$ cat config.mk
export PLATFORM = sky130hd
export DESIGN_NAME = program_sequencer
export DESIGN_NICKNAME = d
export VERILOG_FILES = /design/src/rtl/program_sequencer.sv
export SDC_FILE = /design/constraint.sdc
export NUM_CORES = 1
export LEC_CHECK = 0
export ABC_CLOCK_PERIOD_IN_PS = 2700
export CAP_MARGIN = 0
export CORE_MARGIN = 2
export CORE_UTILIZATION = 56
export CTS_CLUSTER_SIZE = 12
export DETAILED_ROUTE_END_ITERATION = 7
export PLACE_DENSITY = 0.83
export SYNTH_ARGS = -nofsm -noshare
export SYNTH_HDL_FRONTEND = slang
export SYNTH_SLANG_ARGS = --single-unit
export TNS_END_PERCENT = 20
$ cat constraint.sdc
create_clock -name clk -period 2.7 [get_ports clk]
set_input_delay 0.405 -clock clk [delete_from_list [all_inputs] [get_ports clk]]
set_output_delay 0.405 -clock clk [all_outputs]
set_load 0.02 [all_outputs]
$ cat src/rtl/program_sequencer.sv
// program_sequencer: repeatedly fetches, checks for HALT, issues and waits for execution
// until HALT, abort, wait timeout or the per-run instruction limit ends the run.
//  state      | meaning
//  IDLE       | waiting for start
//  FETCH      | one-cycle fetch request
//  WAIT_FETCH | waiting for fetch_done_i / opcode
//  ISSUE      | one-cycle execution start
//  WAIT_EXEC  | waiting for exec_done_i
//  FINISH     | normal end of run, done pulse
//  FAULT      | faulted end of run, done pulse with error
module program_sequencer #(
  parameter int unsigned          OPCODE_W    = 5,
  parameter logic [OPCODE_W-1:0]  HALT_OPCODE = '0,
  parameter int unsigned          MAX_INSTR   = 1024,
  parameter int unsigned          TIMEOUT     = 65535
) (
  input  logic                clk,
  input  logic                rst_n,
  input  logic                start,
  input  logic                abort,
  output logic                fetch_en_o,
  input  logic                fetch_done_i,
  input  logic [OPCODE_W-1:0] opcode_i,
  output logic                exec_start_o,
  input  logic                exec_done_i,
  output logic                latch_o,
  output logic                busy,
  output logic                done,
  output logic                error,
  output logic [1:0]          err_code,
  output logic [15:0]         instr_count
);

  typedef enum logic [2:0] {
    IDLE, FETCH, WAIT_FETCH, ISSUE, WAIT_EXEC, FINISH, FAULT
  } state_t;

  localparam logic [1:0]  ERR_NONE    = 2'd0;
  localparam logic [1:0]  ERR_TIMEOUT = 2'd1;
  localparam logic [1:0]  ERR_LIMIT   = 2'd2;
  localparam logic [1:0]  ERR_ABORT   = 2'd3;
  localparam logic [16:0] TO_TC       = 17'(TIMEOUT) - 17'd1;
  localparam logic [15:0] MAX_CNT     = 16'(MAX_INSTR);

  state_t      state;
  state_t      state_nxt;
  logic [1:0]  code_nxt;
  logic [15:0] wcnt;
  logic        timeout_hit;
  logic        exec_ok;
  logic        run_state;

  // Counter value after this cycle's increment has reached TIMEOUT-1
  assign timeout_hit = ({1'b0, wcnt} + 17'd1) >= TO_TC;
  assign run_state   = (state == FETCH) || (state == WAIT_FETCH) ||
                       (state == ISSUE) || (state == WAIT_EXEC);
  assign exec_ok     = (state == WAIT_EXEC) && exec_done_i && !abort;
  assign latch_o     = (state == WAIT_FETCH) && !abort && fetch_done_i &&
                       (opcode_i != HALT_OPCODE);

  always_comb begin
    state_nxt = state;
    code_nxt  = ERR_NONE;
    case (state)
      IDLE:       if (start) state_nxt = FETCH;
      FETCH:      state_nxt = WAIT_FETCH;
      WAIT_FETCH: begin
        if (fetch_done_i) begin
          state_nxt = (opcode_i == HALT_OPCODE) ? FINISH : ISSUE;
        end else if (timeout_hit) begin
          state_nxt = FAULT;
          code_nxt  = ERR_TIMEOUT;
        end
      end
      ISSUE:      state_nxt = WAIT_EXEC;
      WAIT_EXEC: begin
        if (exec_done_i) begin
          if (instr_count + 16'd1 == MAX_CNT) begin
            state_nxt = FAULT;
            code_nxt  = ERR_LIMIT;
          end else begin
            state_nxt = FETCH;
          end
        end else if (timeout_hit) begin
          state_nxt = FAULT;
          code_nxt  = ERR_TIMEOUT;
        end
      end
      FINISH:     state_nxt = IDLE;
      FAULT:      state_nxt = IDLE;
      default:    state_nxt = IDLE;
    endcase
    // abort outranks any done or timeout in the running states
    if (abort && run_state) begin
      state_nxt = FAULT;
      code_nxt  = ERR_ABORT;
    end
  end

  always_ff @(posedge clk or negedge rst_n) begin
    if (!rst_n) begin
      state        <= IDLE;
      wcnt         <= '0;
      instr_count  <= '0;
      error        <= 1'b0;
      err_code     <= ERR_NONE;
      fetch_en_o   <= 1'b0;
      exec_start_o <= 1'b0;
      busy         <= 1'b0;
      done         <= 1'b0;
    end else begin
      state        <= state_nxt;
      fetch_en_o   <= (state_nxt == FETCH);
      exec_start_o <= (state_nxt == ISSUE);
      busy         <= (state_nxt != IDLE);
      done         <= (state_nxt == FINISH) || (state_nxt == FAULT);

      if (state == FETCH || state == ISSUE) begin
        wcnt <= '0;
      end else if (state == WAIT_FETCH || state == WAIT_EXEC) begin
        wcnt <= wcnt + 16'd1;
      end

      if (state == IDLE && start) begin
        instr_count <= '0;
        error       <= 1'b0;
        err_code    <= ERR_NONE;
      end else begin
        if (exec_ok) instr_count <= instr_count + 16'd1;
        if (state_nxt == FAULT && state != FAULT) begin
          error    <= 1'b1;
          err_code <= code_nxt;
        end
      end
    end
  end

endmodule

==> metrics.cfg, run 1 <==
[logic_synthesis]
ys_seq_area_share_pct = 38.6
yosys.area_share.simple_pct = 29.8
async_flop_share_pct = 100
synth_fa_ha_area_share_pct = 1.84
ys_seq_elements = 42
synth_xor_area_share_pct = 4.51
synth.net_count = 340
synth_compound_area_share_pct = 20.2
syn_area_per_cell_um2 = 8.37
synth_top_family_by_area = simple AND/OR/NAND/NOR gates
yosys.cell_types.count = 54
synth_warnings = 0
synthCells = 325
synthMuxAreaShare_pct = 0.736
synth-edff-count = 0
syn-cell-area_mm2 = 0.00272
synth_flop_cell = dfrtp_1

[placement]
place_area_mm2 = 0.00308
port_buffers = 34
dp_hpwl_um = 4510
gp_congestion = 0.912

[clock_tree]
cts_made_buffers = 5
htree_levels = 2
clock_path_buffers = 2
post_cts_buffers = 0
clock-root-buffer = clkbuf_8
cts_num_sinks = 42
post_cts_resized = 0
clk_latency_ns = 0.30
cts.clk_slew.worst_paths_ns = 0.09
ctsHoldBuffers = 0
cts_tree = done

[timing]
rsz0062_at_grt = no
fin_crit_ns = 2.47
min_period_over_period_pct = 91.4
slew_viol_final = 0
tightest_slew_ns = 0.963
relSlewSlack_pct = 35.8
hold_viol = 0
fmax_ghz = 0.405
fin_setup_tns_ns = 0
setup_viol = 0
skew_ns = 0.0134

[detailed_routing]
postRouteAntennaNets = 0
viasPerCell = 6.40
postRouteWirelength_um = 6560
detail_route.wl_per_cell_um = 16.1
num_vias = 2613
drtPass1Iterations = 5
drt_iter0_markers = 204
drc = 0

[finish]
insertedDiodeCount = 0
num-nets-final = 368
mostFrequentLayoutCell = o21ai_0
drive_above_1_share_pct = 7.91
syn_to_final_growth_pct = 17.2
layout_common_cells = 43 x o21ai_0, 42 x dfrtp_1, 35 x nand2_1
final_cell_area_mm2 = 0.00319

[worst_setup_path]
cp-start-kind = flop
path_buf_inv = 0
end_kind = flop
crit_slowest_cell = or4_4
slowest_delay_ns = 0.58
worstPathCellList = nand4_4, or4_4, xor2_1, nand2_2, nor3_1, o32ai_1, xnor2_1, o21bai_1
crit_family = simple AND/OR/NAND/NOR gates
critPathMaxFanout = 9
cp_data_arrival_time_ns = 2.65
crit_type = reg2reg
crit_required_ns = 2.88

[die]
rows = 25
initial_core_util_pct = 58.0
io_pins = 35
fp.coreArea_mm2 = 0.00469
die_area_mm2 = 0.00543
die_h_um = 73.7
die_w_um = 73.7

[grt]
grt_pass1_vias = 2318
grt_max_degree = 43
grt_antenna_before_repair = 0
grt_pass1_wl_um = 11000
overflow = 0
track_usage_pct = 25.5

[outcome]
run_status = finished, final reports clean

[flow_run]
cap_viol_max_count = 0

[pwr]
p_leak_uw = 0.00126
power_density_mw_per_mm2 = 742
ir_drop_v = 0.000758

[hold_path]
holdCritPathClass = in2async

-- kinds of logic (layout without fill, tap and decap cells) --
family	after synthesis	in the layout
simple gates	148	148
compound gates	88	88
flops	42	42
buf+inv	27	56
xor+xnor	14	14
fa+ha+maj	4	4
mux	2	2
-- final timing paths --
check	start	endpoint	slack, ns	depth (start not counted)
worst max-delay path	instr_count[4]$_DFFE_PN0P_	done$_DFF_PN0_	0.23	8
worst min-delay path	rst_n	wcnt[1]$_DFFE_PN0P_	0.26	1
worst max register to register	instr_count[4]$_DFFE_PN0P_	done$_DFF_PN0_	0.23	8
worst min register to register	wcnt[15]$_DFFE_PN0P_	wcnt[15]$_DFFE_PN0P_	0.54	1
max in group asynchronous	rst_n	instr_count[0]$_DFFE_PN0P_	1.84	1
min in group clk	wcnt[15]$_DFFE_PN0P_	wcnt[15]$_DFFE_PN0P_	0.54	1
-- final cells by class --
| class | instances | area, um2 |
|---|---|---|
| Clock buffer | 7 | 76.3 |
| Clock inverter | 1 | 30.0 |
| Fill cell | 385 | 1510 |
| Inverter | 8 | 30.0 |
| Multi-Input combinational cell | 256 | 1550 |
| Sequential cell | 42 | 1050 |
| Tap cell | 54 | 67.6 |
| Timing Repair Buffer | 40 | 380 |
-- metrics by stage --
stage          total power [uW]  hold slack, ns  utilization, %  setup WS [ns]  cells
2_1_floorplan              1530           0.109               -          0.314    325
3_3_place_gp               1830           0.507            65.7          0.264    400
3_5_place_dp               1860           0.520            65.7          0.249    400
4_1_cts                    2360           0.294            67.9          0.217    408
5_1_grt                    2530           0.332            67.9         0.0380    408
6_report                   2370           0.261            67.9          0.232    408
-- cells in the mapped netlist (all sizes together) (4+ instances only) --
master,instances,area [um2]
a21oi,9,45.0
ha,4,50.1
nand4,11,105
nor4,9,75.1
o21ai,43,215
nor2,35,134
o31ai,6,45.0
xor2,4,35.0
nor4b,4,41.3
xnor2,10,87.6
nor3,10,50.1
a31oi,6,37.5
and3,7,43.8
dfrtp,42,1050
clkbuf,11,43.8
nand2,36,138
inv,8,30.0
nand2b,4,25.0
nor2b,5,31.3
nand3,19,100
buf,8,43.8
-- flip-flops by register name (all words and copies together), names as in the netlist, 2 cells and up --
signal,count
err_code,2
instr_count,16
state,3
wcnt,16
-- routing by layer --
metal	wire (um)	vias up	track usage [%]
li1	-	1247	-
met1	2980	1259	38.1
met2	3100	101	37.9
met3	415	6	4.39
met4	61	0	7.07
met5	0	-	0
-- power by group --
part	internal, uW	leakage (uW)	switching [uW]
combinational	384	0.000648	601
sequential	727	0.000564	155
clock	277	0.0000524	221
(Power assumes the default switching activity.)
==> inputs of run 2 (changes only) <==
Settings changed: PLACE_DENSITY 0.83 to 0.89.
==> run 2 against run 1 <==
Effect of this change:
- sequential share of layout area about the same
- critical path depth is 2 lower
- clock power rose by 4.0%
- highest routed layer unchanged
- non-clock buffer count fell by 1
- total power up 0.74%
- largest power group unchanged
==> metrics.cfg, run 2 (synthesized netlist as in run 1, its figures left out) <==
[outcome]
run_status = finished, final reports clean

[worst_setup_path]
crit_type = in2out
critPathMaxFanout = 3
end_kind = output pin
slowest_delay_ns = 0.68
crit_required_ns = 2.30
cp_data_arrival_time_ns = 2.10
crit_slowest_cell = clkdlybuf4s50_1
cp-start-kind = input port
worstPathCellList = clkdlybuf4s50_1, nor3_1, nand2_1, nand2_1, nor4b_1, clkdlybuf4s50_1
ff2ff_path_depth = 8

[clock_tree]
cts.clk_slew.worst_paths_ns = 0.09
cts_num_sinks = 42
clock_path_buffers = 2
cts_made_buffers = 5
clock-root-buffer = clkbuf_8
clk_latency_ns = 0.30
post_cts_buffers = 0
htree_levels = 2
cts_tree = done

[placement]
port_buffers = 34
place_inst = 399
gp_congestion = 0.881
dp_hpwl_um = 4580

[grt]
grt_pass1_wl_um = 11100
overflow = 0
grt_max_degree = 43
track_usage_pct = 25.9
grt_pass1_vias = 2372
grt_antenna_before_repair = 0

[die]
rows = 25
initial_core_util_pct = 58.0
die_w_um = 73.7
die_h_um = 73.7
die_area_mm2 = 0.00543
fp.coreArea_mm2 = 0.00469
io_pins = 35

[detailed_routing]
drtPass1Iterations = 5
detail_route.wl_per_cell_um = 16.6
viasPerCell = 6.39
num_vias = 2596
postRouteWirelength_um = 6730
drc = 0
postRouteAntennaNets = 0
drt_iter0_markers = 225

[timing]
relSlewSlack_pct = 36.7
slew_viol_final = 0
skew_ns = 0.0168
min_period_over_period_pct = 92.6
fin_crit_ns = 2.50
hold_ws_ns = 0.254
rsz0062_at_grt = no
fin_setup_tns_ns = 0
fmax_ghz = 0.400
tightest_slew_ns = 0.949
setup_viol = 0
hold_viol = 0

[finish]
syn_to_final_growth_pct = 17.4
final_cells = 406
final_core_util_pct = 68.1
mostFrequentLayoutCell = o21ai_0
num-nets-final = 367
top_regs = instr_count x16, wcnt x16, state x3
insertedDiodeCount = 0
drive_above_1_share_pct = 8.81
layout_common_cells = 43 x o21ai_0, 40 x dfrtp_1, 35 x nand2_1

[hold_path]
holdCritPathClass = in2async

[pwr]
power_density_mw_per_mm2 = 746
p_leak_uw = 0.00126
ir_drop_v = 0.000534

[flow_run]
cap_viol_max_count = 0

## run 2: final timing paths
kind	start	end	slack [ns]
min in group clk	wcnt[14]$_DFFE_PN0P_	wcnt[14]$_DFFE_PN0P_	0.54
worst min register to register	wcnt[14]$_DFFE_PN0P_	wcnt[14]$_DFFE_PN0P_	0.54
worst min-delay path	rst_n	wcnt[1]$_DFFE_PN0P_	0.25
worst max-delay path	opcode_i[0]	latch_o	0.20
max in group asynchronous	rst_n	instr_count[0]$_DFFE_PN0P_	1.79
worst max register to register	instr_count[5]$_DFFE_PN0P_	done$_DFF_PN0_	0.24
## run 2: routing by layer
metal / part of all wire, % / track usage (%) / vias to the layer above
met1: 43 / 34.8 / 1246
met4: 1.6 / 9.09 / 0
met3: 5.4 / 3.84 / 13
met2: 50 / 42.7 / 98
met5: 0 / 0 / -
li1: - / - / 1239
## run 2: through the flow
step                      area (um2)  setup slack (ns)  total power (uW)
after floorplan                 2720             0.314              1530
after global placement          3070             0.216              1830
after detailed placement        3070             0.201              1860
after CTS                       3190             0.179              2370
after global routing            3190            0.0643              2510
final                           3190             0.199              2380
## run 2: what timing repair did
| item | CTS | global route |
|---|---|---|
| hold buffers | 0 | 0 |
| endpoints found under the setup margin | 0 | 3 |
| endpoints found under the hold margin | 0 | 0 |
| gates resized for setup | 0 | 3 |
## run 2: final cells by class
type / instances / area (um2)
clock inverters: 1 / 30.0
fillers: 360 / 1500
inverters: 8 / 30.0
flip-flops and latches: 42 / 1050
well taps: 54 / 67.6
repair buffers: 39 / 373
multi-input cells: 256 / 1560
clock buffers: 6 / 82.6
## run 2: power breakdown
group	internal (uW)	leakage (uW)	total (uW)	switching, uW
sequential	730	0.000561	881	150
clock	296	0.0000573	518	222
combinational	386	0.000643	985	599
## run 2: worst max-delay path, delay by kind of cell
family                 cells  cell delay [ns]
buffers and inverters      2             1.14
and+or+nand+nor            4             0.56
==> inputs of run 3 (changes only) <==
Settings changed: SLEW_MARGIN from default to 20.
==> results of run 3 <==
Same layout as run 2: the final DEF is identical, and so are final timing and power.
